===== src/rtl/wb_dbg_bridge.sv =====
// ============================================================================
// Module  : wb_dbg_bridge
// Brief   : UART-style byte command bridge to a 32-bit Wishbone master.
// Rev     : 1.0 - initial release
// ============================================================================
`default_nettype none

module wb_dbg_bridge #(
  parameter int unsigned bus_timeout = 1024,
  parameter int unsigned rx_timeout  = 100000
) (
  input  logic        clk,
  input  logic        reset,
  input  logic [7:0]  rx_data,
  input  logic        rx_valid,
  output logic [7:0]  tx_data,
  output logic        tx_wr,
  input  logic        tx_busy,
  output logic [31:0] wb_adr_o,
  output logic [31:0] wb_dat_o,
  input  logic [31:0] wb_dat_i,
  output logic [3:0]  wb_sel_o,
  output logic        wb_we_o,
  output logic        wb_cyc_o,
  output logic        wb_stb_o,
  input  logic        wb_ack_i,
  input  logic        wb_err_i
);

  localparam logic [2:0] C_IDLE   = 3'd0;
  localparam logic [2:0] C_ADDR   = 3'd1;
  localparam logic [2:0] C_DATA   = 3'd2;
  localparam logic [2:0] C_BUS    = 3'd3;
  localparam logic [2:0] C_RESP   = 3'd4;
  localparam logic [2:0] C_TXWAIT = 3'd5;

  localparam logic [7:0] C_CMD_W = 8'h57;
  localparam logic [7:0] C_CMD_R = 8'h52;
  localparam logic [7:0] C_ACK   = 8'h06;
  localparam logic [7:0] C_NAK   = 8'h15;

  localparam int unsigned RXW = $clog2(rx_timeout + 1);
  localparam int unsigned BTW = $clog2(bus_timeout + 1);

  logic [2:0]     state_q, state_d;
  logic [1:0]     cnt_q, cnt_d;
  logic           we_q, we_d;
  logic [31:0]    adr_q, adr_d;
  logic [31:0]    dat_q, dat_d;
  logic [RXW-1:0] idle_q, idle_d;
  logic [BTW-1:0] bto_q, bto_d;
  logic           cyc_q, cyc_d;
  logic [31:0]    resp_q, resp_d;
  logic [1:0]     rem_q, rem_d;
  logic           first_q, first_d;
  logic [7:0]     tx_data_q, tx_data_d;
  logic           tx_wr_q, tx_wr_d;

  // State register: async reset drops cyc/stb without waiting for a clock.
  always_ff @(posedge clk or posedge reset) begin
    if (reset) begin
      state_q   <= C_IDLE;
      cnt_q     <= '0;
      we_q      <= 1'b0;
      adr_q     <= '0;
      dat_q     <= '0;
      idle_q    <= '0;
      bto_q     <= '0;
      cyc_q     <= 1'b0;
      resp_q    <= '0;
      rem_q     <= '0;
      first_q   <= 1'b0;
      tx_data_q <= '0;
      tx_wr_q   <= 1'b0;
    end else begin
      state_q   <= state_d;
      cnt_q     <= cnt_d;
      we_q      <= we_d;
      adr_q     <= adr_d;
      dat_q     <= dat_d;
      idle_q    <= idle_d;
      bto_q     <= bto_d;
      cyc_q     <= cyc_d;
      resp_q    <= resp_d;
      rem_q     <= rem_d;
      first_q   <= first_d;
      tx_data_q <= tx_data_d;
      tx_wr_q   <= tx_wr_d;
    end
  end

  // Next-state and datapath logic.
  always_comb begin
    state_d   = state_q;
    cnt_d     = cnt_q;
    we_d      = we_q;
    adr_d     = adr_q;
    dat_d     = dat_q;
    idle_d    = idle_q;
    bto_d     = bto_q;
    cyc_d     = cyc_q;
    resp_d    = resp_q;
    rem_d     = rem_q;
    first_d   = 1'b0;
    tx_data_d = tx_data_q;
    tx_wr_d   = 1'b0;

    case (state_q)
      C_IDLE: begin
        if (rx_valid && (rx_data == C_CMD_W || rx_data == C_CMD_R)) begin
          state_d = C_ADDR;
          we_d    = (rx_data == C_CMD_W);
          cnt_d   = '0;
          idle_d  = '0;
        end
      end
      C_ADDR: begin
        if (rx_valid) begin
          adr_d  = {adr_q[23:0], rx_data};
          cnt_d  = cnt_q + 2'd1;
          idle_d = '0;
          if (cnt_q == 2'd3) begin
            if (we_q) begin
              state_d = C_DATA;
              cnt_d   = '0;
            end else begin
              state_d = C_BUS;
              cyc_d   = 1'b1;
              bto_d   = '0;
            end
          end
        end else if (idle_q == RXW'(rx_timeout - 1)) begin
          state_d = C_IDLE;
        end else begin
          idle_d = idle_q + 1'b1;
        end
      end
      C_DATA: begin
        if (rx_valid) begin
          dat_d  = {dat_q[23:0], rx_data};
          cnt_d  = cnt_q + 2'd1;
          idle_d = '0;
          if (cnt_q == 2'd3) begin
            state_d = C_BUS;
            cyc_d   = 1'b1;
            bto_d   = '0;
          end
        end else if (idle_q == RXW'(rx_timeout - 1)) begin
          state_d = C_IDLE;
        end else begin
          idle_d = idle_q + 1'b1;
        end
      end
      C_BUS: begin
        // err wins over ack when both arrive together.
        if (wb_ack_i || wb_err_i) begin
          cyc_d   = 1'b0;
          state_d = C_RESP;
          if (wb_err_i) begin
            resp_d = {C_NAK, 24'h0};
            rem_d  = 2'd0;
          end else if (we_q) begin
            resp_d = {C_ACK, 24'h0};
            rem_d  = 2'd0;
          end else begin
            resp_d = wb_dat_i;
            rem_d  = 2'd3;
          end
        end else if (bto_q == BTW'(bus_timeout - 1)) begin
          cyc_d   = 1'b0;
          state_d = C_RESP;
          resp_d  = {C_NAK, 24'h0};
          rem_d   = 2'd0;
        end else begin
          bto_d = bto_q + 1'b1;
        end
      end
      C_RESP: begin
        if (!tx_busy) begin
          tx_wr_d   = 1'b1;
          tx_data_d = resp_q[31:24];
          resp_d    = {resp_q[23:0], 8'h0};
          first_d   = 1'b1;
          state_d   = C_TXWAIT;
        end
      end
      C_TXWAIT: begin
        // The first TXWAIT cycle gives the transmitter time to raise busy.
        if (!first_q && !tx_busy) begin
          if (rem_q != 2'd0) begin
            rem_d   = rem_q - 2'd1;
            state_d = C_RESP;
          end else begin
            state_d = C_IDLE;
          end
        end
      end
      default: state_d = C_IDLE;
    endcase
  end

  // Output logic.
  always_comb begin
    wb_adr_o = adr_q;
    wb_dat_o = dat_q;
    wb_sel_o = 4'hF;
    wb_we_o  = we_q;
    wb_cyc_o = cyc_q;
    wb_stb_o = cyc_q;
    tx_data  = tx_data_q;
    tx_wr    = tx_wr_q;
  end

endmodule

`default_nettype wire


===== config.mk =====
export PLATFORM = sky130hd
export DESIGN_NAME = wb_dbg_bridge
export DESIGN_NICKNAME = d
export VERILOG_FILES = /design/src/rtl/wb_dbg_bridge.sv
export SDC_FILE = /design/constraint.sdc
export NUM_CORES = 1
export LEC_CHECK = 0
export ABC_CLOCK_PERIOD_IN_PS = 7120
export CAP_MARGIN = 20
export CELL_PAD_IN_SITES_DETAIL_PLACEMENT = 1
export CELL_PAD_IN_SITES_GLOBAL_PLACEMENT = 1
export CORE_AREA = 2 2 149 151
export DETAILED_ROUTE_END_ITERATION = 8
export DIE_AREA = 0 0 151 153
export PLACE_DENSITY = 0.7
export SLEW_MARGIN = 20
export SYNTH_ARGS = -nofsm -noshare
export SYNTH_HDL_FRONTEND = slang
export SYNTH_SLANG_ARGS = --single-unit
export TNS_END_PERCENT = 10

===== constraint.sdc =====
create_clock -name clk -period 7.12 [get_ports clk]
set_clock_uncertainty 0.2 [all_clocks]
set_input_delay 1.424 -clock clk [delete_from_list [all_inputs] [get_ports clk]]
set_output_delay 1.424 -clock clk [all_outputs]
set_load 0.02 [all_outputs]

# Word-level counts from Yosys, hierarchy flattened
# Index checks and enable logic that the tools add are counted.
[word_totals]
regBits = 142
out_inout_bits = 80
word_cells = 121
inputBits = 46
[classes]
bitwise_logic = 1
addsub = 4
n_eq_ne = 25
mux = 54
n_reduce_logical = 25
[ops]
columns = ["op", "n"]
rows = [
  ["$mux 32", 5],
  ["$mux 11", 7],
  ["$pmux 32 s2", 1],
  ["$mux 17", 3],
  ["$pmux 17 s2", 1],
  ["$mux 3", 11],
  ["$pmux 11 s3", 1],
  ["$mux 2", 11],
  ["$ne 2x2->1 const B", 11],
  ["$pmux 3 s6", 1],
  ["$add 17x1->17 const B", 1],
  ["$eq 17x17->1 const B", 1],
  ["$eq 8x7->1 const B", 2],
  ["$ne 3x3->1 const B", 4],
  ["$add 11x1->11 const B", 1],
  ["$eq 11x10->1 const B", 1],
  ["$mux 1", 10],
  ["$reduce_and 2->1", 4],
  ["$reduce_and 4->1", 2],
  ["$reduce_and 8->1", 1],
  ["$reduce_bool 2->1", 4],
  ["$reduce_and 7->1", 1],
  ["$eq 3x2->1 const B", 2],
  ["$eq 3x3->1 const B", 2],
  ["16 further kinds", 21],
]

# Longest topological paths before layout
[depth]
word_depth = 5
mapped_depth = 7
depth_no_buf = 6

# Least setup slack after synthesis
# No wires, ideal clock.
[synth_path]
kind = "in2reg"
start = "in rx_valid"
end = "reg bto_q[9]"
path_buffers = 0
stages = 5
setup_slack_ps = 4090
t_arrival_ps = 2751
setup_time_ps = 78
required_time_ps = 6842
path_cell_list = "nand4b_1 a31o_2 a211o_1 or4_1 a21oi_1"
[synth_between]
elab_chain_len = 2
elab_cells_between_ends = 3
cone_classes = "2 x eq/ne; 1 x reduce/logical"
[synth_lines]
columns = ["element", "line_no", "rtl"]
rows = [
  ["start: declaration", "15", "input logic rx_valid,"],
  ["$ne 2x2->1 (no line)", "-", ""],
  ["$reduce_and 8->1 (no line) *", "-", ""],
  ["end signal: assignment", "82", "bto_q <= bto_d;"],
  ["end: declaration", "51", "logic [BTW-1:0] bto_q, bto_d;"],
]
# Every way passes the cells marked *; elsewhere a longest branch is shown, timed or not.
# A chain may end at the register's enable or synchronous reset.

# Worst setup path in the final report
# Same ends and word-level chain as after synthesis.

==> results_dict.tcl <==
set metrics [dict create \
    status "finished clean" \
    yosysTopAreaCell "dfrtp_1" \
    tns_ns 0 \
    clockBufferDepth 2 \
    yosys_warnings 0 \
    wl_per_cell_um 15.7 \
    clock_sinks 142 \
    die_h_um 153 \
    fin_util 0.392 \
    slowest_stage "clkdlybuf4s50_1" \
    layout-drive-gt1-share 0.122 \
    ant_nets 0 \
    rows 54 \
    die_w_um 151 \
    ys_async_sr_fraction 1.00 \
    report.final.hold_viol_count 0 \
    cts_setup_buffers 0 \
    path_class "input port to flop" \
    slew_headroom 0.303 \
    synth_top_area_frac 0.557 \
    setup_viol 0 \
    grt_most_used_layer "met2" \
    crit_fanout 14 \
    finalInstanceArea_sq_um 8420 \
    met1_usage 0.202 \
    synth-edff-count 0 \
    grt_pass1_vias 5195 \
    synth_cell_types 61 \
    holdWs_ns 0.272 \
    finalCritPeriodShare 0.521 \
    antenna_found_initial 0 \
    clk_pin_slew_ns 0.06 \
    cts_tree "yes" \
    tightestPinTransition_ns 1.04 \
    ys_seq_area_frac 0.557 \
    grt_max_degree 85 \
    hold_path.class "flop to flop" \
    rsz0062_at_grt "no" \
    first_iter_violations 227 \
    critical_path.top_delay_family "compound AO/OA/AOI/OAI gates" \
    crit_chain "clkdlybuf4s50_1, nand4b_1, a31o_2, a211o_1, or4_1, a21oi_1" \
    postPlaceCellArea_sq_um 7880 \
    crit_path_max_incr_delay_ns 0.84 \
    crit_required_ns 7.26 \
    p_total_mw 3.35 \
    end_kind "flop" \
    post_drt_via_cell_ratio 4.86 \
    drc 0 \
    reg2reg_slack_ns 4.43 \
    crit_buf_inv 1 \
    arrival_ns 3.85 \
    hold_buffers 0 \
    synth_seq_cells 142 \
    synthTopCellsByArea "dfrtp_1 56%, nand2_1 9.4%, mux2_2 7.1%" \
    routabilityCongestion 0.752 \
    nets 791 \
    design.core.area_sq_um 21500 \
    diodes 0 \
    grt-ovfl-total 0 \
    synth_cells 626 \
    ir_drop_v 0.000160 \
    h-tree-depth 4 \
    num-fill-cells 2435 \
    finalNonFillerCells 1034 \
    grtUsageMet2 0.228 \
    root_buffer "clkbuf_16" \
    postCtsResizedCells 0 \
    die_area_sq_um 23100 \
    cts_buffers 17 \
    drv_cap 0 \
    firstDrtPassIters 6 \
    use_met3 0.0379 \
    via_count 5025 \
    grtUsageTotal 0.147 \
    pre_cts_slack_ns 3.02 \
    areaGrowthSynthToFinish_pct 32.0 \
    grt_pass1_wl_um 27200 \
    timing.final.ws_setup_ns 3.41 \
    power_per_cell_area_nw_per_um2 398 \
    report.final.slew_viol_count 0 \
    cellLeakagePower_nw 3.65 \
    period_minus_slack_ns 3.71 \
    synthFlopType "dfrtp_1" \
    dp_cells 1002 \
    max_freq_mhz 270 \
    postSynthAreaPerCell_sq_um 10.2 \
    netlist_area_sq_um 6380 \
    start_kind "input port" \
    start_util 0.297 \
    insertion_delay_ns 0.42 \
    io_pins 126 \
    dp_hpwl_um 11000 \
    io_buffers 121 \
    routed_wl_um 16200 \
]
[kinds of logic (layout without fill, tap and decap cells)]
logic type      Yosys count  after routing  synth area share
compound gates          117            117             0.123
xor+xnor                 14             14            0.0192
fa+ha+maj                 4              4           0.00785
buf+inv                  42            167            0.0286
flops                   142            142             0.557
mux                      41             41            0.0722
other cells               1              4          0.000588
simple gates            265            265             0.191
[cells in the final DEF (no fill, tap or decap), types with 3 or more instances in the layout]
| cell type | netlist | layout |
|---|---|---|
| and3_1 | 4 | 4 |
| a21oi_1 | 16 | 15 |
| inv_6 | 0 | 3 |
| nand2_1 | 160 | 160 |
| buf_4 | 5 | 5 |
| clkdlybuf4s50_1 | 0 | 121 |
| a31oi_1 | 6 | 6 |
| a22o_1 | 7 | 7 |
| clkbuf_16 | 0 | 17 |
| nor4_1 | 7 | 7 |
| o21ai_1 | 7 | 7 |
| or2_2 | 3 | 3 |
| a22oi_1 | 20 | 20 |
| xnor2_1 | 14 | 14 |
| a2111oi_0 | 4 | 4 |
| nand2b_1 | 5 | 5 |
| dfrtp_1 | 142 | 142 |
| mux2_2 | 40 | 40 |
| nand3_1 | 15 | 15 |
| conb_1 | 1 | 4 |
| o21ai_0 | 34 | 34 |
| clkinvlp_4 | 0 | 5 |
| ha_1 | 4 | 4 |
| nor3_1 | 6 | 5 |
| nor2_1 | 33 | 31 |
| nor2b_1 | 3 | 3 |
| nand3b_1 | 3 | 3 |
| clkinv_2 | 0 | 3 |
| inv_1 | 9 | 8 |
[worst paths after layout]
| path | start | endpoint | depth (start not counted) |
|---|---|---|---|
| setup / recovery | rx_valid | bto_q[9]$_DFFE_PP0P_ | 6 |
| hold / removal | resp_q[20]$_DFFE_PP0P_ | resp_q[20]$_DFFE_PP0P_ | 2 |
| setup reg to reg | state_q[1]$_DFFE_PP0P_ | idle_q[0]$_DFFE_PP0P_ | 5 |
| hold reg to reg | resp_q[20]$_DFFE_PP0P_ | resp_q[20]$_DFFE_PP0P_ | 2 |
| max in group asynchronous | reset | wb_dat_o[26]$_DFFE_PP0P_ | 3 |
| min in group asynchronous | reset | tx_data[5]$_DFFE_PP0P_ | 2 |
[layout make-up]
cell class	instances	area, sq um	share of cell area
Tap cell	280	350	0.0416
Clock inverter	12	87.6	0.0104
Multi-Input combinational cell	445	2680	0.319
Sequential cell	142	3550	0.422
Timing Repair Buffer	126	1250	0.148
Inverter	9	38.8	0.00461
Clock buffer	20	457	0.0542
[cell usage after synthesis (5+ instances only)]
library cell	instances
a21oi_1	16
a22o_1	7
a22oi_1	20
a31oi_1	6
buf_2	5
buf_4	5
clkbuf_1	22
dfrtp_1	142
inv_1	9
mux2_2	40
nand2_1	160
nand2b_1	5
nand3_1	15
nor2_1	33
nor3_1	6
nor4_1	7
o21ai_0	34
o21ai_1	7
xnor2_1	14
[state kept, by name (all words and copies together), names as in the netlist]
name,flops
resp_q,32
wb_adr_o,32
wb_dat_o,32
idle_q,17
bto_q,11
tx_data,8
state_q,3
cnt_q,2
rem_q,2
tx_wr,1
wb_cyc_o,1
wb_we_o,1
[metal layers]
| layer | share of wire | wire length (um) |
|---|---|---|
| met4 | 0.012 | 199 |
| met3 | 0.051 | 829 |
| met5 | 0 | 0 |
| met1 | 0.48 | 7800 |
| met2 | 0.45 | 7370 |
[worst reg2reg max path, cell delays in order (launching register included)]
cell and delay (ns):
dfrtp_1 0.57, and2_1 0.33, nor4_2 0.79, a21boi_0 0.53, nor2_1 0.08, a21oi_1 0.12
[power by group]
part | internal, mW | leakage, nW | switching (mW)
clock | 0.464 | 0.255 | 0.355
sequential | 1.07 | 1.87 | 0.212
combinational | 0.562 | 1.52 | 0.681
Note: power is estimated with default switching activity, not from simulation.
